[src/rtl/mem_port_arbiter_pkg.sv]
// Shared encodings for the unified memory port arbiter: FSM states, grant IDs
// and the load/store opcodes that produce MEM-stage requests.
package mem_port_arbiter_pkg;

   typedef enum logic [1:0] {
      IDLE    = 2'd0,
      IF_BUSY = 2'd1,
      DM_BUSY = 2'd2
   } arb_state_e;

   localparam logic [3:0] OP_LW  = 4'b1000;
   localparam logic [3:0] OP_SW  = 4'b1001;

   localparam logic GNT_IF = 1'b0;
   localparam logic GNT_DM = 1'b1;

   function automatic logic is_mem_op(input logic [3:0] opcode);
      return (opcode == OP_LW) || (opcode == OP_SW);
   endfunction

   // DM wins a tie unless it won the previous grant.
   function automatic logic pick_dm(input logic if_pend, input logic dm_pend,
                                    input logic last_grant);
      return dm_pend & (~if_pend | (last_grant == GNT_IF));
   endfunction

endpackage

[src/rtl/mem_arb_timer.sv]
// Busy-cycle watchdog for the memory handshake; flags expiry once TIMEOUT
// unacknowledged busy cycles have elapsed since the request was issued.
module mem_arb_timer #(
   parameter int TIMEOUT = 15
) (
   input  logic clk,
   input  logic rst_n,
   input  logic start,
   input  logic busy,
   input  logic ack,
   output logic expired
);

   localparam int CW = $clog2(TIMEOUT + 2);

   logic [CW-1:0] count_q, count_d;

   always_comb begin
      count_d = count_q;
      if (start) begin
         count_d = '0;
      end else if (busy && !ack && (count_q != CW'(TIMEOUT))) begin
         count_d = count_q + 1'b1;
      end
   end

   assign expired = busy & ~ack & (count_q == CW'(TIMEOUT));

   always_ff @(posedge clk or negedge rst_n) begin
      if (!rst_n) begin
         count_q <= '0;
      end else begin
         count_q <= count_d;
      end
   end

endmodule

[src/rtl/mem_port_arbiter.sv]
// Arbitrates the single-ported I/D memory between fetch and the MEM stage.
// Define MEM_TIMEOUT_EN to abort unacknowledged requests after TIMEOUT cycles.
module mem_port_arbiter
   import mem_port_arbiter_pkg::*;
#(
   parameter int ADDR_W  = 8,
   parameter int DATA_W  = 16,
   parameter int TIMEOUT = 15
) (
   input  logic              clk,
   input  logic              rst_n,
   input  logic              if_req,
   input  logic [ADDR_W-1:0] if_addr,
   output logic [DATA_W-1:0] if_rdata,
   output logic              if_valid,
   input  logic              dm_read,
   input  logic              dm_write,
   input  logic [ADDR_W-1:0] dm_addr,
   input  logic [DATA_W-1:0] dm_wdata,
   output logic [DATA_W-1:0] dm_rdata,
   output logic              dm_done,
   output logic              stall_if,
   output logic              stall_pipe,
   output logic              mem_req,
   output logic              mem_we,
   output logic [ADDR_W-1:0] mem_addr,
   output logic [DATA_W-1:0] mem_wdata,
   input  logic [DATA_W-1:0] mem_rdata,
   input  logic              mem_ack,
   output logic              mem_err
);

   arb_state_e        state_q, state_d;
   logic              last_grant_q, last_grant_d;
   logic              mem_req_q, mem_req_d;
   logic              mem_we_q, mem_we_d;
   logic [ADDR_W-1:0] mem_addr_q, mem_addr_d;
   logic [DATA_W-1:0] mem_wdata_q, mem_wdata_d;
   logic [DATA_W-1:0] if_rdata_q, if_rdata_d;
   logic [DATA_W-1:0] dm_rdata_q, dm_rdata_d;
   logic              if_valid_q, if_valid_d;
   logic              dm_done_q, dm_done_d;
   logic              mem_err_q, mem_err_d;

   logic              if_pend, dm_pend, grant, grant_dm, busy, timeout_hit;
   logic [DATA_W-1:0] ret_data;

   // A requester still holding its request in its own done cycle must not re-win.
   assign if_pend  = if_req & ~if_valid_q;
   assign dm_pend  = (dm_read | dm_write) & ~dm_done_q;
   assign grant    = (state_q == IDLE) & (if_pend | dm_pend);
   assign grant_dm = pick_dm(if_pend, dm_pend, last_grant_q);
   assign busy     = (state_q == IF_BUSY) | (state_q == DM_BUSY);
   assign ret_data = mem_ack ? mem_rdata : '0;

`ifdef MEM_TIMEOUT_EN
   mem_arb_timer #(.TIMEOUT(TIMEOUT)) u_timer (
      .clk     (clk),
      .rst_n   (rst_n),
      .start   (grant),
      .busy    (busy),
      .ack     (mem_ack),
      .expired (timeout_hit)
   );
`else
   logic unused_timeout;
   assign unused_timeout = ^TIMEOUT;
   assign timeout_hit    = 1'b0;
`endif

   always_comb begin
      state_d      = state_q;
      last_grant_d = last_grant_q;
      mem_req_d    = mem_req_q;
      mem_we_d     = mem_we_q;
      mem_addr_d   = mem_addr_q;
      mem_wdata_d  = mem_wdata_q;
      if_rdata_d   = if_rdata_q;
      dm_rdata_d   = dm_rdata_q;
      if_valid_d   = 1'b0;
      dm_done_d    = 1'b0;
      mem_err_d    = 1'b0;
      case (state_q)
         IDLE: begin
            if (grant) begin
               mem_req_d = 1'b1;
               if (grant_dm) begin
                  last_grant_d = GNT_DM;
                  mem_addr_d   = dm_addr;
                  mem_wdata_d  = dm_wdata;
                  mem_we_d     = dm_write;
                  state_d      = DM_BUSY;
               end else begin
                  last_grant_d = GNT_IF;
                  mem_addr_d   = if_addr;
                  mem_we_d     = 1'b0;
                  state_d      = IF_BUSY;
               end
            end
         end
         IF_BUSY, DM_BUSY: begin
            if (mem_ack || timeout_hit) begin
               mem_req_d = 1'b0;
               mem_err_d = ~mem_ack;
               state_d   = IDLE;
               if (state_q == IF_BUSY) begin
                  if_rdata_d = ret_data;
                  if_valid_d = 1'b1;
               end else begin
                  if (!mem_we_q) begin
                     dm_rdata_d = ret_data;
                  end
                  dm_done_d = 1'b1;
               end
            end
         end
         default: state_d = IDLE;
      endcase
   end

   always_ff @(posedge clk or negedge rst_n) begin
      if (!rst_n) begin
         state_q      <= IDLE;
         last_grant_q <= GNT_DM;
         mem_req_q    <= 1'b0;
         mem_we_q     <= 1'b0;
         mem_addr_q   <= '0;
         mem_wdata_q  <= '0;
         if_rdata_q   <= '0;
         dm_rdata_q   <= '0;
         if_valid_q   <= 1'b0;
         dm_done_q    <= 1'b0;
         mem_err_q    <= 1'b0;
      end else begin
         state_q      <= state_d;
         last_grant_q <= last_grant_d;
         mem_req_q    <= mem_req_d;
         mem_we_q     <= mem_we_d;
         mem_addr_q   <= mem_addr_d;
         mem_wdata_q  <= mem_wdata_d;
         if_rdata_q   <= if_rdata_d;
         dm_rdata_q   <= dm_rdata_d;
         if_valid_q   <= if_valid_d;
         dm_done_q    <= dm_done_d;
         mem_err_q    <= mem_err_d;
      end
   end

   assign mem_req    = mem_req_q;
   assign mem_we     = mem_we_q;
   assign mem_addr   = mem_addr_q;
   assign mem_wdata  = mem_wdata_q;
   assign if_rdata   = if_rdata_q;
   assign dm_rdata   = dm_rdata_q;
   assign if_valid   = if_valid_q;
   assign dm_done    = dm_done_q;
   assign mem_err    = mem_err_q;
   assign stall_if   = if_req & ~if_valid_q;
   assign stall_pipe = (dm_read | dm_write) & ~dm_done_q;

endmodule

[config.mk]
export PLATFORM = sky130hd
export DESIGN_NAME = mem_port_arbiter
export DESIGN_NICKNAME = d
export VERILOG_FILES = /design/src/rtl/mem_port_arbiter_pkg.sv /design/src/rtl/mem_arb_timer.sv /design/src/rtl/mem_port_arbiter.sv
export SDC_FILE = /design/constraint.sdc
export NUM_CORES = 1
export LEC_CHECK = 0
export CAP_MARGIN = 20
export CORE_MARGIN = 3
export CORE_UTILIZATION = 39
export DETAILED_ROUTE_END_ITERATION = 7
export DONT_BUFFER_PORTS = 1
export HOLD_SLACK_MARGIN = 0.08
export SLEW_MARGIN = 30
export SYNTH_ARGS = -nofsm -noshare
export SYNTH_HDL_FRONTEND = slang
export SYNTH_SLANG_ARGS = --single-unit
[constraint.sdc]
create_clock -name clk -period 2.2 [get_ports clk]
set_clock_uncertainty 0.15 [all_clocks]
set_input_delay 0.44 -clock clk [delete_from_list [all_inputs] [get_ports clk]]
set_output_delay 0.44 -clock clk [all_outputs]
set_load 0.01 [all_outputs]
# Word level (Yosys, flattened, before mapping)
# Index checks and enable logic that the tools add are counted.
# classes
div	0
add_sub_neg	0
n_eq_ne	4
n_reduce_logical	9
n_shift	0
n_lt_le_gt_ge	0
bitwise_logic	14
mul	0
n_mux	18
# ops
cell	n
$mux 1	12
$reduce_and 3->1	3
$mux 8	1
$not 1->1	7
$mux 2	3
$and 1x1->1	4
$ne 2x2->1 const B	2
$pmux 2 s2	1
$reduce_and 2->1	2
$reduce_and 4->1	1
$or 1x1->1	3
$eq 2x1->1 const B	1
$eq 2x2->1 const B	1
$logic_not 2->1	1
$pmux 1 s2	1
$reduce_bool 2->1	1
$reduce_or 2->1	1
# word_totals
mem_bits_ro	0
ram_bits	0
elab_cells	56
output_inout_bits	63
latch_bits	0
reg_bits	64
mem_count	0
inputBits	54

# Longest topological paths before layout
# logic_depth
depth_word	8
ltp_mapped	7
mapped_depth_nobuf	5

# Least setup slack after synthesis
# Ideal clock, no wire load.
# synth_path
path_kind	register to register
startpoint	register state_q[1]
endpoint	register dm_rdata_q[10], in the netlist dm_rdata[10]
arrival_ps	1542
setup_time_ps	125
t_required_ps	1925
stages_incl_launch_ff	7
path_buffers	1
period_less_slack_ps	1817
setup_slack_ps	383
path_cell_list	dfrtp_1 -> inv_1 -> ha_1 -> nand2_2 -> nor3_4 -> buf_12 -> mux2_4
# synth_via
elab_chain_len	3
elab_cells_between_ends	5
cone_classes	2 x eq/ne; 1 x bitwise; 2 x reduce/logical
# synth_lines
item	line_no	text
start, declared	mem_port_arbiter.sv:33	arb_state_e state_q, state_d;
start signal, assigned	mem_port_arbiter.sv:135	state_q <= state_d;
$eq 2x1->1 / $eq 2x2->1 (equally long branches)	mem_port_arbiter.sv:83, mem_port_arbiter.sv:106	
$reduce_or 2->1 / $not 1->1 (equally long branches)	--	
$reduce_and 4->1 (no source line) *	--	
end signal, assigned	mem_port_arbiter.sv:142	dm_rdata_q <= dm_rdata_d;
end, declared	mem_port_arbiter.sv:40	logic [DATA_W-1:0] dm_rdata_q, dm_rdata_d;
# Every way passes the cells marked *; elsewhere a longest branch is shown, timed or not.
# A chain may end at the register's enable or synchronous reset.

# Worst setup path after layout
# layout_path
startpoint	register dm_done_q, in the netlist dm_done
endpoint	output port stall_pipe
# layout_via
elab_chain_len	2
# layout_lines
item	line_no	text
start, declared	mem_port_arbiter.sv:42	logic dm_done_q, dm_done_d;
start signal, assigned	mem_port_arbiter.sv:144	dm_done_q <= dm_done_d;
$not 1->1	mem_port_arbiter.sv:159	assign stall_pipe = (dm_read | dm_write) & ~dm_done_q;
$and 1x1->1	mem_port_arbiter.sv:159	
end, declared	mem_port_arbiter.sv:23	output logic stall_pipe,
# No other way between the ends.

==> results.yml <==
cts:
  postCtsSetupRepairBufs: 0
  cts_tree: "built"
  cts.sinks: 63
  cts_buffer_depth: 2
  htree_levels: 3
  cts_buffers: 9
  root_buffer: "clkbuf_8"
  postCtsResizedCells: 0
  clk_pin_slew_worst_paths_ns: 0.07
  clk_latency_ns: 0.32
hold_path:
  hp-start: "mem_rdata[14]"
  min_to: "dm_rdata[14]$_DFFE_PN0P_"
  min_path_cells: 1
  hp-class: "in2reg"
global_routing:
  grt_start_max_net_pins: 64
  antenna_found_initial: 0
  grt_pass1_vias: 1754
  grt_pass1_wl_mm: 9.370
  grt_overflow: 0
  grt_usage: 0.1457
worst_setup_path:
  slowest_stage: "dfrtp_1"
  crit_required_ns: 1.61
  r2r_end: "dm_rdata[0]$_DFFE_PN0P_"
  critical_path_class: "reg2out"
  worstPathCellList: "o21bai_4, clkinv_2, buf_4"
  worst_setup_path_start_kind: "flop"
  crit_buf_inv: 2
  cpPeakStageDelay_ns: 0.45
  crit_family: "flip-flops"
  rr_startpoint: "state_q[1]$_DFFE_PN0P_"
  cp.arrival_ns: 1.38
  reg2reg_setup_slack_ns: 0.36
  worst-path-max-fanout: 12
  path_depth: 3
  worst_setup_path_end_kind: "output port"
  r2r_cells: 6
synthesis:
  yosys.area.top_type: "dfrtp_1"
  synth_xor_area_frac: 0
  synth_mux_area_frac: 0.2224
  ys_types: 37
  synth_adder_area_share: 0.009153
  synth_top_area_share: 0.5675
  ys.flop_type: "dfrtp_1"
  ys_seq_elements: 63
  synth_area_leaders: "dfrtp_1 (57%), mux2_2 (12%), mux2_4 (9.9%), a211oi_1 (2.2%), o21ai_0 (2.0%)"
  ys_seq_area_frac: 0.5771
  async_reset_ff_frac: 1.000
  synth_area_um2: 2734
  synth_most_common_cell: "dfrtp_1"
  synth_edf_count: 0
  yosysWarnings: 0
  synth_cells: 192
  synth_compound_area_frac: 0.08696
  syn-num-nets: 248
  synth.avg_cell_area_um2: 14.24
  yosys-top-cells-count: "dfrtp_1 (62), mux2_2 (30), mux2_4 (18)"
  synth_top_family_by_area: "multiplexers"
  synth-simple-area-share: 0.06362
route:
  routedWlPerCell_um: 18.83
  wl_mm: 5.782
  ant_nets: 0
  dr.pass1.iters: 4
  drt_iter0_markers: 61
  post-route-drc-count: 0
  viasPerCell: 5.212
  route.vias.total: 1600
floorplan:
  core_um2: 6568
  fp.dieH_um: 89.73
  die-area_um2: 8051
  pin_count: 117
  die_w_um: 89.73
  start_util: 0.4163
  std_cell_rows: 29
placed_design:
  portBuffers: 0
  place_inst: 277
  dpl.hpwl_mm: 4.007
  gp_congestion: 0.7611
job:
  maxCapViolations: 0
cells_and_area:
  drive_gt1_frac: 0.3551
  finalNonFillerCells: 307
  n_antenna_cell: 0
  fillCellCount: 588
  post-route-util: 0.4812
  areaGrowthSynthToFinish_pct: 15.61
  nNetsFinal: 265
power:
  intPower_mw: 3.209
  switching_share: 0.3584
  seqPwrFrac: 0.490
  p_leak_nw: 1.384
  clock_power_share: 0.195
  switchingPower_mw: 1.792
  peakVddDrop_mv: 0.6567
  combPwrFrac: 0.315
  p_per_area_nw_per_um2: 1582
sta:
  finalCriticalPeriod_ns: 1.968
  fmax_mhz: 508.1
  maxSlewViolCount: 0
  grt_setup_unrepaired: "no"
  tns_ns: 0
  hold_violations: 0
  finalSetupViolations: 0
  post-route-period-util: 0.8946
outcome:
  status: "complete, no violations"
==> power by group through the flow <==
stage	registers, mW	clock network (mW)	logic (mW)
after floorplan	2.33	0	1.36
after global placement	2.49	0	1.50
after detailed placement	2.48	0	1.54
after CTS	2.47	1.01	1.57
after global routing	2.53	1.07	1.74
final	2.45	0.976	1.57
==> flip-flops by register name, indices dropped and copies added, names as in the netlist, 2 cells and up <==
| signal | flops |
|---|---|
| state_q | 2 |
| mem_addr | 8 |
| mem_wdata | 16 |
| dm_rdata | 16 |
| if_rdata | 16 |
==> metrics by stage <==
stage          power, mW  area [um2]  setup slack [ns]  hold slack, ns
2_1_floorplan      3.691        2734            0.3825       -0.005591
3_3_place_gp       3.985        2813            0.3641       -0.004255
3_5_place_dp       4.026        2813            0.3551       -0.004172
4_1_cts            5.060        3040            0.1904         0.08591
5_1_grt            5.342        3161            0.1263         0.08038
6_report           5.001        3161            0.2318          0.1046
==> how the worst max path moves through the flow <==
stage | start | slack, ns | to
after floorplan | state_q[1]$_DFFE_PN0P_ | 0.38 | dm_rdata[10]$_DFFE_PN0P_
after global placement | state_q[1]$_DFFE_PN0P_ | 0.36 | dm_rdata[1]$_DFFE_PN0P_
after detailed placement | state_q[1]$_DFFE_PN0P_ | 0.36 | dm_rdata[3]$_DFFE_PN0P_
after CTS | dm_done$_DFF_PN0_ | 0.19 | stall_pipe
after global routing | dm_done$_DFF_PN0_ | 0.13 | stall_pipe
final | dm_done$_DFF_PN0_ | 0.23 | stall_pipe
==> area by class of cell <==
class,count,area (um2),share of cell area
flip-flops and latches,63,1578,0.4992
clock inverters,4,45.04,0.01425
clock buffers,12,145.1,0.04592
inverters,7,27.53,0.008709
multi-input cells,110,1049,0.3318
well taps,93,116.4,0.03682
repair buffers,18,200.2,0.06334
==> metal layers <==
| metal | wire length (um) | track usage | share of wire |
|---|---|---|---|
| met2 | 2637 | 0.2199 | 0.46 |
| met3 | 739 | 0.1027 | 0.13 |
| met5 | 0 | 0 | 0 |
| met1 | 2314 | 0.1668 | 0.40 |
| met4 | 91 | 0.03959 | 0.016 |
==> what timing repair did <==
action,CTS,global route
hold buffers,2,12
setup endpoints to repair,0,0
endpoints found under the hold margin,63,12
==> cells by family after synthesis <==
kind of cell               count (synthesis)
buffers and inverters                     19
DFF                                       63
AOI/OAI and AO/OA                         35
muxes                                     48
adders and majority gates                  2
other                                      1
and+or+nand+nor                           24
==> layout by cell type, fill, tap and decap left out, types with 3 or more instances in the layout <==
cell            n
dlygate4sd3_1  13
inv_1           6
nand3_1         8
a211oi_1        8
dfrtp_1        62
nor2b_1         3
clkinv_2        4
clkbuf_8       10
o21ai_0        11
buf_4           3
a31oi_1         8
mux2_4         18
mux2_2         30
No activity file was read; power rests on OpenSTA's default activity.
